<file path="config.mk">
export PLATFORM = sky130hd
export DESIGN_NAME = uart_rx_path_cmd
export DESIGN_NICKNAME = d
export VERILOG_FILES = /design/src/rtl/uart_rx_path_cmd.sv
export SDC_FILE = /design/constraint.sdc
export NUM_CORES = 1
export LEC_CHECK = 0
export ABC_AREA = 1
export ABC_CLOCK_PERIOD_IN_PS = 1900
export CAP_MARGIN = 20
export CELL_PAD_IN_SITES_DETAIL_PLACEMENT = 1
export CELL_PAD_IN_SITES_GLOBAL_PLACEMENT = 1
export CORE_UTILIZATION = 41
export DETAILED_ROUTE_END_ITERATION = 6
export PLACE_DENSITY = 0.8
export SLEW_MARGIN = 20
export SYNTH_ARGS = -nofsm -noshare
export SYNTH_HDL_FRONTEND = slang
export SYNTH_SLANG_ARGS = --single-unit
export TNS_END_PERCENT = 1
</file>
<file path="constraint.sdc">
create_clock -name clk_50 -period 1.9 [get_ports clk_50]
set_input_delay 0.38 -clock clk_50 [delete_from_list [all_inputs] [get_ports clk_50]]
set_output_delay 0.38 -clock clk_50 [all_outputs]
set_load 0.02 [all_outputs]
</file>
<file path="src/rtl/uart_rx_path_cmd.sv">
// ---------------------------------------------------------------------------
// uart_rx_path_cmd
//
// UART receiver (8N1, LSB first) followed by a command-frame parser. The host
// sends path-planning commands as four-byte frames:
//
//   HDR_BYTE, start node, end node, TRL_BYTE
//
// Node bytes must lie in 0..63. A good frame updates start_n/end_n and pulses
// cmd_valid. A bad frame pulses frame_err and leaves the node outputs alone.
//
// Optional feature: define UART_RX_PARITY_EN for 8E1 framing. An even-parity
// bit is then expected between the last data bit and the stop bit. A parity
// failure is reported with frame_err at the stop-bit sample and the byte is
// dropped. Without the macro no parity logic exists.
//
// Parameters
//   CLKS_PER_BIT  clk_50 cycles per bit (50 MHz / 115200 = 434)
//   HDR_BYTE      frame header byte ('P')
//   TRL_BYTE      frame trailer byte ('#')
//
// Ports
//   clk_50      in   50 MHz system clock
//   reset       in   synchronous, active-high reset
//   rxin        in   serial line, idle high, asynchronous to clk_50
//   byte_data   out  last byte received with a good stop bit
//   byte_valid  out  1-cycle pulse when byte_data updates
//   start_n     out  latched start node of the last good frame
//   end_n       out  latched end node of the last good frame
//   cmd_valid   out  1-cycle pulse when start_n/end_n update
//   frame_err   out  1-cycle pulse on a bad stop bit, a bad parity bit, a node
//                    byte above 63 or a bad trailer
//   busy        out  high while the receiver is not idle
//
// Handshake: byte_valid and cmd_valid are single-cycle strobes with no ready
// input. The data they qualify (byte_data, start_n/end_n) is already updated
// in the cycle the strobe is high and then holds until the next strobe.
// ---------------------------------------------------------------------------
module uart_rx_path_cmd #(
  parameter int         CLKS_PER_BIT = 434,
  parameter logic [7:0] HDR_BYTE     = 8'h50,
  parameter logic [7:0] TRL_BYTE     = 8'h23
) (
  input  logic       clk_50,
  input  logic       reset,
  input  logic       rxin,
  output logic [7:0] byte_data,
  output logic       byte_valid,
  output logic [5:0] start_n,
  output logic [5:0] end_n,
  output logic       cmd_valid,
  output logic       frame_err,
  output logic       busy
);

  // Bit-clock counter width and the two compare points.
  localparam int            CW      = (CLKS_PER_BIT > 2) ? $clog2(CLKS_PER_BIT) : 2;
  localparam logic [CW-1:0] HALF_M1 = CW'(CLKS_PER_BIT / 2 - 1);
  localparam logic [CW-1:0] FULL_M1 = CW'(CLKS_PER_BIT - 1);

  // -------------------------------------------------------------------------
  // Receiver state
  // -------------------------------------------------------------------------
  typedef enum logic [2:0] {
    IDLE,
    START,
    DATA,
`ifdef UART_RX_PARITY_EN
    PARITY,
`endif
    STOP
  } rx_state_t;

  typedef enum logic [1:0] {
    P_HDR,
    P_START,
    P_END,
    P_TRL
  } p_state_t;

  rx_state_t rx_state;
  rx_state_t rx_next;
  p_state_t  p_state;
  p_state_t  p_next;

  // Synchronizer flops; both preset to the idle line level.
  logic          rx_meta;
  logic          rxs;

  logic [CW-1:0] cnt;
  logic [2:0]    bit_idx;
  logic [7:0]    shift_reg;
  // Set after a low stop bit: the receiver parks in STOP until the line
  // returns high so a held-low line is not mistaken for a new start bit.
  logic          stop_hold;
  logic          parity_bad;

  // Receiver control strobes from the next-state logic.
  logic          cnt_clr;
  logic          shift_en;
  logic          byte_ok;
  logic          stop_err;
  logic          hold_set;
  logic          hold_clr;
`ifdef UART_RX_PARITY_EN
  logic          par_en;
  logic          par_bit;
`endif

  // Parser registers and strobes.
  logic [5:0]    temp;
  logic [5:0]    temp2;
  logic          ld_temp;
  logic          ld_temp2;
  logic          ld_cmd;
  logic          p_err;

  // -------------------------------------------------------------------------
  // Input synchronizer
  // -------------------------------------------------------------------------
  always_ff @(posedge clk_50) begin
    if (reset) begin
      rx_meta <= 1'b1;
      rxs     <= 1'b1;
    end else begin
      rx_meta <= rxin;
      rxs     <= rx_meta;
    end
  end

`ifdef UART_RX_PARITY_EN
  // Even parity: data bits plus parity bit must carry an even number of ones.
  assign parity_bad = ^{shift_reg, par_bit};
`else
  assign parity_bad = 1'b0;
`endif

  // -------------------------------------------------------------------------
  // Receiver FSM: state register
  // -------------------------------------------------------------------------
  always_ff @(posedge clk_50) begin
    if (reset) begin
      rx_state <= IDLE;
    end else begin
      rx_state <= rx_next;
    end
  end

  // -------------------------------------------------------------------------
  // Receiver FSM: next state and control strobes
  // -------------------------------------------------------------------------
  always_comb begin
    rx_next  = rx_state;
    cnt_clr  = 1'b0;
    shift_en = 1'b0;
    byte_ok  = 1'b0;
    stop_err = 1'b0;
    hold_set = 1'b0;
    hold_clr = 1'b0;
`ifdef UART_RX_PARITY_EN
    par_en   = 1'b0;
`endif
    case (rx_state)
      IDLE: begin
        if (!rxs) begin
          rx_next = START;
          cnt_clr = 1'b1;
        end
      end
      START: begin
        // Re-check the line near the middle of the start bit; a line that
        // is already high again was a glitch and is dropped silently.
        if (cnt == HALF_M1) begin
          cnt_clr = 1'b1;
          rx_next = rxs ? IDLE : DATA;
        end
      end
      DATA: begin
        if (cnt == FULL_M1) begin
          cnt_clr  = 1'b1;
          shift_en = 1'b1;
          if (bit_idx == 3'd7) begin
`ifdef UART_RX_PARITY_EN
            rx_next = PARITY;
`else
            rx_next = STOP;
`endif
          end
        end
      end
`ifdef UART_RX_PARITY_EN
      PARITY: begin
        if (cnt == FULL_M1) begin
          cnt_clr = 1'b1;
          par_en  = 1'b1;
          rx_next = STOP;
        end
      end
`endif
      STOP: begin
        if (stop_hold) begin
          if (rxs) begin
            hold_clr = 1'b1;
            rx_next  = IDLE;
          end
        end else if (cnt == FULL_M1) begin
          cnt_clr = 1'b1;
          if (!rxs) begin
            stop_err = 1'b1;
            hold_set = 1'b1;
          end else if (parity_bad) begin
            stop_err = 1'b1;
            rx_next  = IDLE;
          end else begin
            byte_ok = 1'b1;
            rx_next = IDLE;
          end
        end
      end
      default: rx_next = IDLE;
    endcase
  end

  // -------------------------------------------------------------------------
  // Receiver datapath
  // -------------------------------------------------------------------------
  always_ff @(posedge clk_50) begin
    if (reset) begin
      cnt        <= '0;
      bit_idx    <= '0;
      shift_reg  <= '0;
      stop_hold  <= 1'b0;
      byte_data  <= '0;
      byte_valid <= 1'b0;
    end else begin
      byte_valid <= byte_ok;

      // The bit clock only runs while a byte is in flight and freezes while
      // parked on a held-low stop bit.
      if (cnt_clr) begin
        cnt <= '0;
      end else if (rx_state != IDLE && !stop_hold) begin
        cnt <= cnt + CW'(1);
      end

      if (rx_state == START) begin
        bit_idx <= '0;
      end else if (shift_en) begin
        bit_idx <= bit_idx + 3'd1;
      end

      // LSB arrives first, so shift in from the top.
      if (shift_en) begin
        shift_reg <= {rxs, shift_reg[7:1]};
      end

      if (byte_ok) begin
        byte_data <= shift_reg;
      end

      if (hold_set) begin
        stop_hold <= 1'b1;
      end else if (hold_clr) begin
        stop_hold <= 1'b0;
      end
    end
  end

`ifdef UART_RX_PARITY_EN
  always_ff @(posedge clk_50) begin
    if (reset) begin
      par_bit <= 1'b0;
    end else if (par_en) begin
      par_bit <= rxs;
    end
  end
`endif

  assign busy = (rx_state != IDLE);

  // -------------------------------------------------------------------------
  // Frame parser FSM: state register and parser datapath
  // -------------------------------------------------------------------------
  always_ff @(posedge clk_50) begin
    if (reset) begin
      p_state   <= P_HDR;
      temp      <= '0;
      temp2     <= '0;
      start_n   <= '0;
      end_n     <= '0;
      cmd_valid <= 1'b0;
      frame_err <= 1'b0;
    end else begin
      p_state   <= p_next;
      cmd_valid <= ld_cmd;
      // Receiver and parser errors never coincide: a parser error follows a
      // good byte, a receiver error replaces one.
      frame_err <= stop_err | p_err;
      if (ld_temp) begin
        temp <= byte_data[5:0];
      end
      if (ld_temp2) begin
        temp2 <= byte_data[5:0];
      end
      // Node outputs change only on a complete, well-formed frame.
      if (ld_cmd) begin
        start_n <= temp;
        end_n   <= temp2;
      end
    end
  end

  // -------------------------------------------------------------------------
  // Frame parser FSM: next state and strobes, advanced only by byte_valid
  // -------------------------------------------------------------------------
  always_comb begin
    p_next   = p_state;
    ld_temp  = 1'b0;
    ld_temp2 = 1'b0;
    ld_cmd   = 1'b0;
    p_err    = 1'b0;
    if (byte_valid) begin
      case (p_state)
        P_HDR: begin
          // Anything other than the header is line noise between frames.
          if (byte_data == HDR_BYTE) begin
            p_next = P_START;
          end
        end
        P_START: begin
          // A header value here is just an out-of-range node; no resync.
          if (byte_data[7:6] == 2'b00) begin
            ld_temp = 1'b1;
            p_next  = P_END;
          end else begin
            p_err  = 1'b1;
            p_next = P_HDR;
          end
        end
        P_END: begin
          if (byte_data[7:6] == 2'b00) begin
            ld_temp2 = 1'b1;
            p_next   = P_TRL;
          end else begin
            p_err  = 1'b1;
            p_next = P_HDR;
          end
        end
        P_TRL: begin
          if (byte_data == TRL_BYTE) begin
            ld_cmd = 1'b1;
          end else begin
            p_err = 1'b1;
          end
          p_next = P_HDR;
        end
        default: p_next = P_HDR;
      endcase
    end
    // A byte lost on the wire breaks the frame it belonged to.
    if (stop_err) begin
      p_next = P_HDR;
    end
  end

endmodule

</file>
==> out/qor.yml <==
hold_violations: 0
combinationalPowerShare_pct: 8.3
slowest_delay_ns: 0.59
synth.top_cell.area_share_pct: 41.56
ys_seq_elements: 62
tightest_slew_ns: 0.4572
synth_cell_types: 31
syn_to_final_growth_pct: 18.47
clk_latency_ns: 0.34
hold_class: "register to register"
async_reset_ff_share_pct: 0
syn_avg_cell_area_sq_um: 7.128
wl_microns: 6578
final-max-slew-violation-count: 0
cp.required_ns: 1.52
drcViolationCount: 0
cts_tree: "done"
final_cell_mix: "nand2_1, nor2_1, inv_1"
synthesis.area_sq_um: 2987
grt_pass1_wl_microns: 11440
final_common_cell: "nand2_1"
ctsRootBufferMaster: "clkbuf_8"
gp_congestion: 0.7995
fmaxAchievable_mhz: 541.0
setup_viol: 0
outcome: "complete, no violations"
ys.flop_type: "dfxtp_1"
synth_area_leaders: "dfxtp_1, nand2_1, nor2_1, inv_1, nor2_2"
critPathSlowestCell: "clkdlybuf4s50_1"
end_kind: "primary output"
grt.total_usage_pct: 19.37
clkSinkCount: 62
fin_tns_setup_ns: 0
num_vias: 2559
numCtsBuffers: 9
port_buffers: 26
layout_min_cycle_time_ns: 1.848
relSlewSlack_pct: 69.41
insertedDiodeCount: 0
fillers: 927
cp_cell_sequence: "nor2_4 > inv_1 > clkdlybuf4s50_1"
ys_warn_count: 0
cts.clk_slew.worst_paths_ns: 0.07
hpwl_microns: 4759
pin_count: 27
die_y_microns: 87.35
clockPowerShare_pct: 42.7
max-cap-violations: 0
core_sq_um: 6907
drt_iter0_markers: 49
wl_per_cell_microns: 12.00
design.die.area_sq_um: 7630
synth_fp_nets: 432
initial_core_util_pct: 43.24
antenna_found_initial: 0
cts_hold_buffers: 0
largest_reg_flops: 9
grt_pass1_vias: 2615
crit_fanout: 8
p_per_area_nw_per_um2: 778.2
postLayoutCellArea_sq_um: 3538
netlist_instances: 419
drive_gt1_share_pct: 13.27
synth_edf_count: 0
fp.dieW_microns: 87.35
post_cts_buffers: 0
h-tree-depth: 3
viasPerCell: 4.670
clk_path_buf_depth: 2
intPower_mw: 2.015
clock_skew_ns: 0.005871
leakagePower_nw: 1.635
ir_drop_mv: 0.4564
critPathLaunchType: "register"
p_sw_mw: 0.7388
arrival_ns: 1.47
grt_max_degree: 44
final_nets: 460
synth_seq_area_share_pct: 41.56
drt_first_pass_iters: 3
critPathKind: "register to primary output"
gr-total-overflow: 0
rows: 30
period_share_pct: 97.28
antenna_left: 0
yosys.area.top_type: "dfxtp_1"
rsz0062_at_grt: "no"
swShare_pct: 26.83
dpl_cell_area_sq_um: 3324
seqPwrFrac_pct: 49.0
power groups by stage:
stage / combinational [mW] / clock (mW) / sequential (mW)
3_5_place_dp: 0.228 / 0 / 1.37
4_1_cts: 0.232 / 1.21 / 1.35
3_3_place_gp: 0.220 / 0 / 1.37
2_1_floorplan: 0.174 / 0 / 1.36
5_1_grt: 0.265 / 1.27 / 1.35
6_report: 0.230 / 1.18 / 1.35
metal layers:
| layer | global-route usage, % | routed length [microns] |
|---|---|---|
| met3 | 3.223 | 139 |
| met4 | 9.389 | 136 |
| met2 | 34.94 | 3302 |
| met1 | 22.02 | 2999 |
| met5 | 0 | 0 |
critical path, delay by kind of cell, from the launching register on:
kind / cells / cell delay, ns
and+or+nand+nor: 1 / 0.06
DFF: 1 / 0.42
buffers and inverters: 2 / 0.64
per-stage QoR:
| step | hold slack (ns) | std cells | worst slack (ns) | power (mW) | util (%) |
|---|---|---|---|---|---|
| after detailed placement | 0.4028 | 532 | 0.2247 | 1.603 | 48.13 |
| after floorplan | 0.3895 | 419 | 0.5045 | 1.536 | - |
| after CTS | 0.4198 | 548 | 0.001332 | 2.790 | 51.11 |
| after global routing | 0.4322 | 548 | 0.006577 | 2.888 | 51.23 |
| after global placement | 0.3967 | 532 | 0.3049 | 1.592 | 48.13 |
| final | 0.4162 | 548 | 0.05159 | 2.754 | 51.23 |
layout make-up:
cell class                 count  area [sq um]  area share, %
tap                           96         120.1          3.395
inverter                      65         244.0          6.895
clock inverter                 7         73.82          2.086
clock buffer                   9         123.9          3.501
timing repair buffer          30         305.3          8.628
sequential                    62          1245          35.18
multi-input combinational    279          1426          40.31
synthesized netlist by cell type (2+ instances only):
cell,count
dfxtp_1,62
o21ai_0,18
inv_2,3
nor3_1,2
buf_2,2
nor2_1,68
or2_2,3
xor2_1,5
nand2_1,97
buf_1,2
nor2_2,22
nand3_1,11
nand4_4,2
clkbuf_1,5
ha_1,10
nand4_1,9
a21oi_1,20
nand2_2,2
inv_1,62
buf_6,3
what timing repair did:
item / 4_1_cts / 5_1_grt
resized for setup: 3 / 3
endpoints found under the setup margin: 1 / 4
endpoints found under the hold margin: 0 / 0
cells by family (layout without fill, tap and decap cells):
kind of cell,Yosys count,in the layout,share of synthesized area (%)
XOR/XNOR,5,5,1.466
adder cells (fa/ha/maj),10,10,4.189
flip-flops,62,62,41.56
buffers and inverters,78,111,11.02
AND/OR/NAND/NOR,222,222,34.48
AO/OA/AOI/OAI,42,42,7.290
worst paths after layout:
path                    start            to  slack [ns]  cells after the start
setup / recovery  rx_state[0]          busy        0.05                      3
hold / removal        rx_meta           rxs        0.42                      1
setup reg to reg       cnt[1]  byte_data[3]        0.25                     10
hold reg to reg       rx_meta           rxs        0.42                      1
No activity file was read; power rests on OpenSTA's default activity.
